File: src/rtl/saturn_vdp1_erase_pkg.sv
// -----------------------------------------------------------------------------
// saturn_vdp1_pkg
// Shared VDP1 definitions: the EWLR/EWRR corner layout, the erase engine
// state encoding and the framebuffer geometry constants. Imported by the
// erase engine and by the register file that owns EWLR/EWRR.
// -----------------------------------------------------------------------------
package saturn_vdp1_pkg;

    // EWLR / EWRR layout: [15:9] X in 8-word units, [8:0] Y line
    typedef struct packed {
        logic [6:0] x;
        logic [8:0] y;
    } ew_coord_t;

    typedef enum logic [1:0] {
        IDLE   = 2'd0,
        WRITE  = 2'd1,
        FINISH = 2'd2
    } erase_state_t;

    // Words per EWLR/EWRR X unit
    localparam int unsigned EW_X_UNIT      = 8;
    // log2 of words per framebuffer line
    localparam int unsigned FB_STRIDE_LOG2 = 9;

endpackage

File: src/rtl/saturn_vdp1_erase_if.sv
// -----------------------------------------------------------------------------
// saturn_vdp1_erase_if
// Framebuffer write request channel (valid/ready) between the VDP1 erase
// engine and the framebuffer SDRAM arbiter.
//   fb_valid : write request valid          (master -> slave)
//   fb_ready : request accepted this cycle  (slave  -> master)
//   fb_addr  : framebuffer word address     (master -> slave)
//   fb_data  : 16-bit write data            (master -> slave)
// -----------------------------------------------------------------------------
interface saturn_vdp1_erase_if #(
    parameter int ADDR_W = 17
) ();
    logic              fb_valid;
    logic              fb_ready;
    logic [ADDR_W-1:0] fb_addr;
    logic [15:0]       fb_data;

    modport master (output fb_valid, output fb_addr, output fb_data, input fb_ready);
    modport slave  (input fb_valid, input fb_addr, input fb_data, output fb_ready);
endinterface

File: src/rtl/saturn_vdp1_erase.sv
// -----------------------------------------------------------------------------
// saturn_vdp1_erase
// VDP1 framebuffer erase/write engine. On a start pulse it latches EWDR, EWLR
// and EWRR and fills the selected rectangle of the back framebuffer with the
// EWDR colour, one word per accepted request.
// Ports:
//   MCLK, RESET_N       : clock (rising edge) and async active-low reset
//   start / abort       : one-cycle pulses to begin / stop an erase
//   ewdr, ewlr, ewrr    : fill word, upper-left and lower-right corners
//   fb (master)         : valid/ready write request channel to the arbiter
//   busy                : engine active (WRITE or FINISH)
//   done / aborted      : one-cycle completion / abort pulses
// -----------------------------------------------------------------------------
module saturn_vdp1_erase
    import saturn_vdp1_pkg::*;
#(
    parameter int ADDR_W      = 17,
    parameter int STRIDE_LOG2 = FB_STRIDE_LOG2
) (
    input  logic                 MCLK,
    input  logic                 RESET_N,
    input  logic                 start,
    input  logic                 abort,
    input  logic [15:0]          ewdr,
    input  logic [15:0]          ewlr,
    input  logic [15:0]          ewrr,
    saturn_vdp1_erase_if.master  fb,
    output logic                 busy,
    output logic                 done,
    output logic                 aborted
);

    // Last word of a line that physically exists (stride - 1)
    localparam logic [9:0] X_LIMIT = 10'((1 << STRIDE_LOG2) - 1);

    erase_state_t      state_q, state_d;
    logic [9:0]        xs_q, xs_d;
    logic [9:0]        xe_q, xe_d;
    logic [8:0]        ye_q, ye_d;
    logic [9:0]        cx_q, cx_d;
    logic [8:0]        cy_q, cy_d;
    logic              fb_valid_q, fb_valid_d;
    logic [ADDR_W-1:0] fb_addr_q, fb_addr_d;
    logic [15:0]       fb_data_q, fb_data_d;
    logic              busy_q, busy_d;
    logic              done_q, done_d;
    logic              aborted_q, aborted_d;

    ew_coord_t         lr_s;
    ew_coord_t         rr_s;
    logic [9:0]        xs_s;
    logic [9:0]        xe_raw_s;
    logic [9:0]        xe_eff_s;
    logic              empty_s;

    // Line address: Y above the stride bits, truncated so Y wraps.
    function automatic logic [ADDR_W-1:0] word_addr(input logic [8:0] y, input logic [9:0] x);
        return ADDR_W'((32'(y) << STRIDE_LOG2) | 32'(x & X_LIMIT));
    endfunction

    // Decode the corner registers into word ranges for the start decision
    always_comb begin
        lr_s     = ew_coord_t'(ewlr);
        rr_s     = ew_coord_t'(ewrr);
        xs_s     = 10'(lr_s.x) * 10'(EW_X_UNIT);
        xe_raw_s = 10'(rr_s.x) * 10'(EW_X_UNIT) - 10'd1;
        // Words past the stride are never written, so clip the X end there;
        // a rectangle starting past the stride has nothing to write at all.
        xe_eff_s = (xe_raw_s > X_LIMIT) ? X_LIMIT : xe_raw_s;
        empty_s  = (rr_s.x <= lr_s.x) || (rr_s.y < lr_s.y) || (xs_s > X_LIMIT);
    end

    // Next-state and next-output logic for the erase FSM and address counters
    always_comb begin
        state_d    = state_q;
        xs_d       = xs_q;
        xe_d       = xe_q;
        ye_d       = ye_q;
        cx_d       = cx_q;
        cy_d       = cy_q;
        fb_valid_d = fb_valid_q;
        fb_addr_d  = fb_addr_q;
        fb_data_d  = fb_data_q;
        busy_d     = busy_q;
        done_d     = 1'b0;
        aborted_d  = 1'b0;

        case (state_q)
            IDLE: begin
                fb_valid_d = 1'b0;
                busy_d     = 1'b0;
                if (start && !abort) begin
                    xs_d      = xs_s;
                    xe_d      = xe_eff_s;
                    ye_d      = rr_s.y;
                    fb_data_d = ewdr;
                    busy_d    = 1'b1;
                    if (empty_s) begin
                        state_d = FINISH;
                    end else begin
                        cx_d       = xs_s;
                        cy_d       = lr_s.y;
                        fb_addr_d  = word_addr(lr_s.y, xs_s);
                        fb_valid_d = 1'b1;
                        state_d    = WRITE;
                    end
                end else begin
                    state_d = IDLE;
                end
            end

            WRITE: begin
                if (abort) begin
                    // A word accepted in the abort cycle still counts as written
                    fb_valid_d = 1'b0;
                    busy_d     = 1'b0;
                    aborted_d  = 1'b1;
                    state_d    = IDLE;
                end else if (fb.fb_ready) begin
                    if (cx_q != xe_q) begin
                        cx_d      = cx_q + 10'd1;
                        fb_addr_d = word_addr(cy_q, cx_q + 10'd1);
                    end else if (cy_q != ye_q) begin
                        cx_d      = xs_q;
                        cy_d      = cy_q + 9'd1;
                        fb_addr_d = word_addr(cy_q + 9'd1, xs_q);
                    end else begin
                        fb_valid_d = 1'b0;
                        state_d    = FINISH;
                    end
                end else begin
                    // Hold the request until the arbiter takes it
                    state_d = WRITE;
                end
            end

            FINISH: begin
                busy_d  = 1'b0;
                state_d = IDLE;
                if (abort) begin
                    aborted_d = 1'b1;
                end else begin
                    done_d = 1'b1;
                end
            end

            default: begin
                fb_valid_d = 1'b0;
                busy_d     = 1'b0;
                state_d    = IDLE;
            end
        endcase
    end

    // State and registered outputs
    always_ff @(posedge MCLK or negedge RESET_N) begin
        if (!RESET_N) begin
            state_q    <= IDLE;
            xs_q       <= 10'd0;
            xe_q       <= 10'd0;
            ye_q       <= 9'd0;
            cx_q       <= 10'd0;
            cy_q       <= 9'd0;
            fb_valid_q <= 1'b0;
            fb_addr_q  <= {ADDR_W{1'b0}};
            fb_data_q  <= 16'd0;
            busy_q     <= 1'b0;
            done_q     <= 1'b0;
            aborted_q  <= 1'b0;
        end else begin
            state_q    <= state_d;
            xs_q       <= xs_d;
            xe_q       <= xe_d;
            ye_q       <= ye_d;
            cx_q       <= cx_d;
            cy_q       <= cy_d;
            fb_valid_q <= fb_valid_d;
            fb_addr_q  <= fb_addr_d;
            fb_data_q  <= fb_data_d;
            busy_q     <= busy_d;
            done_q     <= done_d;
            aborted_q  <= aborted_d;
        end
    end

    assign fb.fb_valid = fb_valid_q;
    assign fb.fb_addr  = fb_addr_q;
    assign fb.fb_data  = fb_data_q;
    assign busy        = busy_q;
    assign done        = done_q;
    assign aborted     = aborted_q;

endmodule

File: src/flat_wrapper.sv
// flat-port wrapper written by rule: the top's interface ports become plain ports
module saturn_vdp1_erase_flat import saturn_vdp1_pkg::*;
#(
    parameter int ADDR_W      = 17,
    parameter int STRIDE_LOG2 = FB_STRIDE_LOG2
)
  (MCLK, RESET_N, start, abort, ewdr, ewlr, ewrr, busy, done, aborted, fb_fb_valid, fb_fb_addr, fb_fb_data, fb_fb_ready);
  saturn_vdp1_erase_if #(.ADDR_W(ADDR_W)) fb_i ();
  input  logic MCLK;
  input  logic RESET_N;
  input  logic start;
  input  logic abort;
  input  logic [15:0] ewdr;
  input  logic [15:0] ewlr;
  input  logic [15:0] ewrr;
  output logic busy;
  output logic done;
  output logic aborted;
  output wire logic [$bits(fb_i.fb_valid)-1:0] fb_fb_valid;
  output wire logic [$bits(fb_i.fb_addr)-1:0] fb_fb_addr;
  output wire logic [$bits(fb_i.fb_data)-1:0] fb_fb_data;
  input wire logic [$bits(fb_i.fb_ready)-1:0] fb_fb_ready;
  assign fb_fb_valid = fb_i.fb_valid;
  assign fb_fb_addr = fb_i.fb_addr;
  assign fb_fb_data = fb_i.fb_data;
  assign fb_i.fb_ready = fb_fb_ready;
  saturn_vdp1_erase #(.ADDR_W(ADDR_W), .STRIDE_LOG2(STRIDE_LOG2)) u_core (.MCLK(MCLK), .RESET_N(RESET_N), .start(start), .abort(abort), .ewdr(ewdr), .ewlr(ewlr), .ewrr(ewrr), .fb(fb_i), .busy(busy), .done(done), .aborted(aborted));
endmodule
File: config.mk
export PLATFORM = sky130hd
export DESIGN_NAME = saturn_vdp1_erase_flat
export DESIGN_NICKNAME = d
export VERILOG_FILES = /design/src/rtl/saturn_vdp1_erase_pkg.sv /design/src/rtl/saturn_vdp1_erase_if.sv /design/src/rtl/saturn_vdp1_erase.sv /design/src/flat_wrapper.sv
export SDC_FILE = /design/constraint.sdc
export NUM_CORES = 1
export LEC_CHECK = 0
export BUFFER_PORTS_ARGS = -buffer_cell sky130_fd_sc_hd__buf_2
export CAP_MARGIN = 25
export CORE_MARGIN = 2
export CORE_UTILIZATION = 40
export DETAILED_ROUTE_END_ITERATION = 10
export GPL_ROUTABILITY_DRIVEN = 1
export HOLD_SLACK_MARGIN = 0.08
export MAX_ROUTING_LAYER = met4
export PLACE_DENSITY = 0.65
export SYNTH_ARGS = -nofsm -noshare
export SYNTH_HDL_FRONTEND = slang
export SYNTH_SLANG_ARGS = --single-unit
File: constraint.sdc
create_clock -name MCLK -period 3.2 [get_ports MCLK]
set_input_delay 0.64 -clock MCLK [delete_from_list [all_inputs] [get_ports MCLK]]
set_output_delay 0.64 -clock MCLK [all_outputs]
set_load 0.01 [all_outputs]
==> flow_summary.yaml <==
drt:
  first_iter_violations: 204
  wl_per_cell_um: 15.4
  drcViolationCount: 0
  vias: 3625
  antenna_left: 0
  viasPerCell: 5.15
  wl_um: 10900
  firstDrtPassIters: 4
worst_setup_path:
  end_kind: "flip-flop"
  worst_ep_required_time_ns: 3.43
  worstPathMaxFanout: 18
  path_class: "flip-flop to flip-flop"
  rrSetupSlack_ns: 0.54
  startpoint: "u_core.fb.fb_addr[0]$_DFFE_PN0P_"
  cp-start-kind: "flip-flop"
  cp.arrival_ns: 2.89
  r2r_start: "u_core.fb.fb_addr[0]$_DFFE_PN0P_"
finish:
  antennaDiodeCount: 0
  syn_to_final_growth_pct: 18.5
  final_core_util_pct: 49.2
  layout.nets: 637
  multi_input_area_um2: 2210
  drive_gt1_share_pct: 23.6
  seqCellArea_um2: 1830
  final_cells: 704
  fill_cells: 1007
clock_network:
  cts_hold_buf: 0
  clkTransAtPathRegs_ns: 0.08
  cts_tree: "built"
  cts_made_buffers: 9
  clkSinkCount: 73
  cts_root_buf: "clkbuf_8"
  clock_latency_ns: 0.35
  h-tree-depth: 3
  post-cts-setup-buffers: 0
  clock_path_buffers: 2
  cts.repair.resized: 0
timing:
  hold_violations: 0
  slew_headroom_pct: 55.9
  tightestPinTransition_ns: 0.659
  fmax_mhz: 376
  tns_ns: 0
  slew_violations: 0
  rsz0062_at_grt: "false"
  timing.final.ws_setup_ns: 0.539
  layout_min_cycle_time_ns: 2.66
  finalCritPeriodShare_pct: 83.1
  finalSetupViolations: 0
  finClkSkew_ns: 0.00926
pwr:
  fin_total_pwr_mw: 3.08
  ir_worst_vdd_uv: 274
  seqPwrFrac_pct: 44.0
  power.internal_mw: 2.04
  p_clk_share_pct: 28.5
  powerDensity_nw_per_um2: 601
  power.switching_mw: 1.04
  combinationalPowerShare_pct: 27.4
  swShare_pct: 33.8
  p_leak_nw: 2.53
place:
  gp_routability_congestion: 0.834
  dp_hpwl_um: 7860
  numPlacedInstances: 688
  portBuffers: 89
  preCtsSetupSlack_ns: 0.289
global_route:
  grt_pass1_wl_um: 18000
  antenna_found_initial: 0
  grt_max_degree: 60
  grt_pass1_vias: 3665
  grt_usage_pct: 20.1
  grt_overflow: 0
logic_synthesis:
  synthCells: 480
  synth_nets: 554
  seq_area_frac_synth_pct: 42.3
  synth_top_family_by_area: "simple AND/OR/NAND/NOR gates"
  synth_compound_gate_area_share_pct: 11.7
  syn_area_um2: 4320
  synth-async-reset-ratio_pct: 100
  synth_area_per_cell_um2: 9.01
  synth-xor-area-share_pct: 5.67
  synth_mux_area_share_pct: 8.16
  synth_edf_count: 0
  synth-simple-area-share_pct: 19.6
  synth_ff_type: "dfrtp_1"
  synth_cell_types: 43
  synth-adder-area-share_pct: 6.08
  yosys_warnings: 0
  synth_seq_cells: 73
status:
  status: "finished clean"
die:
  die_y_um: 108
  core_um2: 10400
  num_rows: 37
  start_util_pct: 41.5
  fp.dieArea_um2: 11700
  io-pin-count: 90
  die_x_um: 108
run:
  max-cap-violations: 0
min_path:
  hold_path.class: "input port to async pin"
[worst paths after layout]
check                      cells past startpoint                                end
max                                            6   u_core.fb.fb_addr[1]$_DFFE_PN0P_
min                                            1  u_core.fb.fb_data[13]$_DFFE_PN0P_
max reg2reg                                    6   u_core.fb.fb_addr[1]$_DFFE_PN0P_
min reg2reg                                    2  u_core.fb.fb_data[11]$_DFFE_PN0P_
max in group asynchronous                      2         u_core.cy_q[0]$_DFFE_PN0P_
min in group MCLK                              2  u_core.fb.fb_data[11]$_DFFE_PN0P_
[state kept, by name, indices dropped and copies added (netlist names)]
name,cells
u_core.cy_q,9
u_core.busy,1
u_core.fb.fb_valid,1
u_core.xs_q,7
u_core.ye_q,9
u_core.fb.fb_addr,17
u_core.aborted,1
u_core.state_q,2
u_core.done,1
u_core.fb.fb_data,16
u_core.xe_q,8
u_core.cx_q,1
[logic make-up (layout without fill, tap and decap cells)]
family,Yosys count,after routing
muxes,33,33
adders and majority gates,21,21
xor gates and xnor gates,28,28
AOI/OAI and AO/OA,73,73
DFF,73,73
and+or+nand+nor,190,190
buffers and inverters,62,150
[placed cells by master, fill, tap and decap left out, drive strengths merged, types with 8 or more instances in the layout]
master,count
ha,21
nor3,17
inv,32
nand2,97
clkbuf,11
xor2,14
dfrtp,73
xnor2,14
nor2,25
buf,102
mux2i,15
nand3,19
and3,8
a21oi,19
o21ai,21
mux2,18
[cell usage after synthesis, types with 11 or more instances]
cell type	number	area share (%)
nor3_1	17	2.0
clkbuf_1	16	1.4
ha_1	21	6.1
xnor2_1	14	2.8
nor2_1	25	2.2
inv_1	32	2.8
xor2_1	14	2.8
nand3_1	19	2.2
nand2_1	97	8.4
buf_4	11	1.9
a21oi_1	18	2.1
o21ai_0	20	2.3
dfrtp_1	73	42
mux2i_1	15	3.5
[area by class of cell]
| type | instances | share of cell area (%) |
|---|---|---|
| clock inverters | 5 | 2.03 |
| multi-input cells | 345 | 43.2 |
| flip-flops and latches | 73 | 35.7 |
| clock buffers | 11 | 2.56 |
| well taps | 136 | 3.32 |
| inverters | 32 | 2.34 |
| repair buffers | 102 | 10.8 |
[metal layers]
| layer | GRT usage (%) | share of wire (%) |
|---|---|---|
| met3 | 2.83 | 4.8 |
| met5 | - | 0 |
| met4 | 7.42 | 1.5 |
| met1 | 27.6 | 47 |
| met2 | 30.6 | 47 |
[worst max-delay path, cell delays in order (launching register included)]
cell and delay (ns):
dfrtp_1 0.46, or4_1 0.54, a211oi_2 0.26, and3_1 0.25
a21oi_2 0.10, o21ai_4 0.53, mux2_2 0.41
[power groups by stage]
stage	Clock, mW	Combinational (mW)	Sequential [mW]
after detailed placement	0	0.841	1.37
after global routing	0.935	0.953	1.38
final	0.878	0.844	1.35
after floorplan	0	0.565	1.34
after global placement	0	0.817	1.35
after CTS	0.894	0.850	1.35
[through the flow]
stage,hold slack (ns),cell area (um2)
6_report,0.201,5120
5_1_grt,0.214,5120
4_1_cts,0.208,5120
3_5_place_dp,0.457,4890
3_3_place_gp,0.452,4890
2_1_floorplan,0.344,4320
Note: power is estimated with default switching activity, not from simulation.
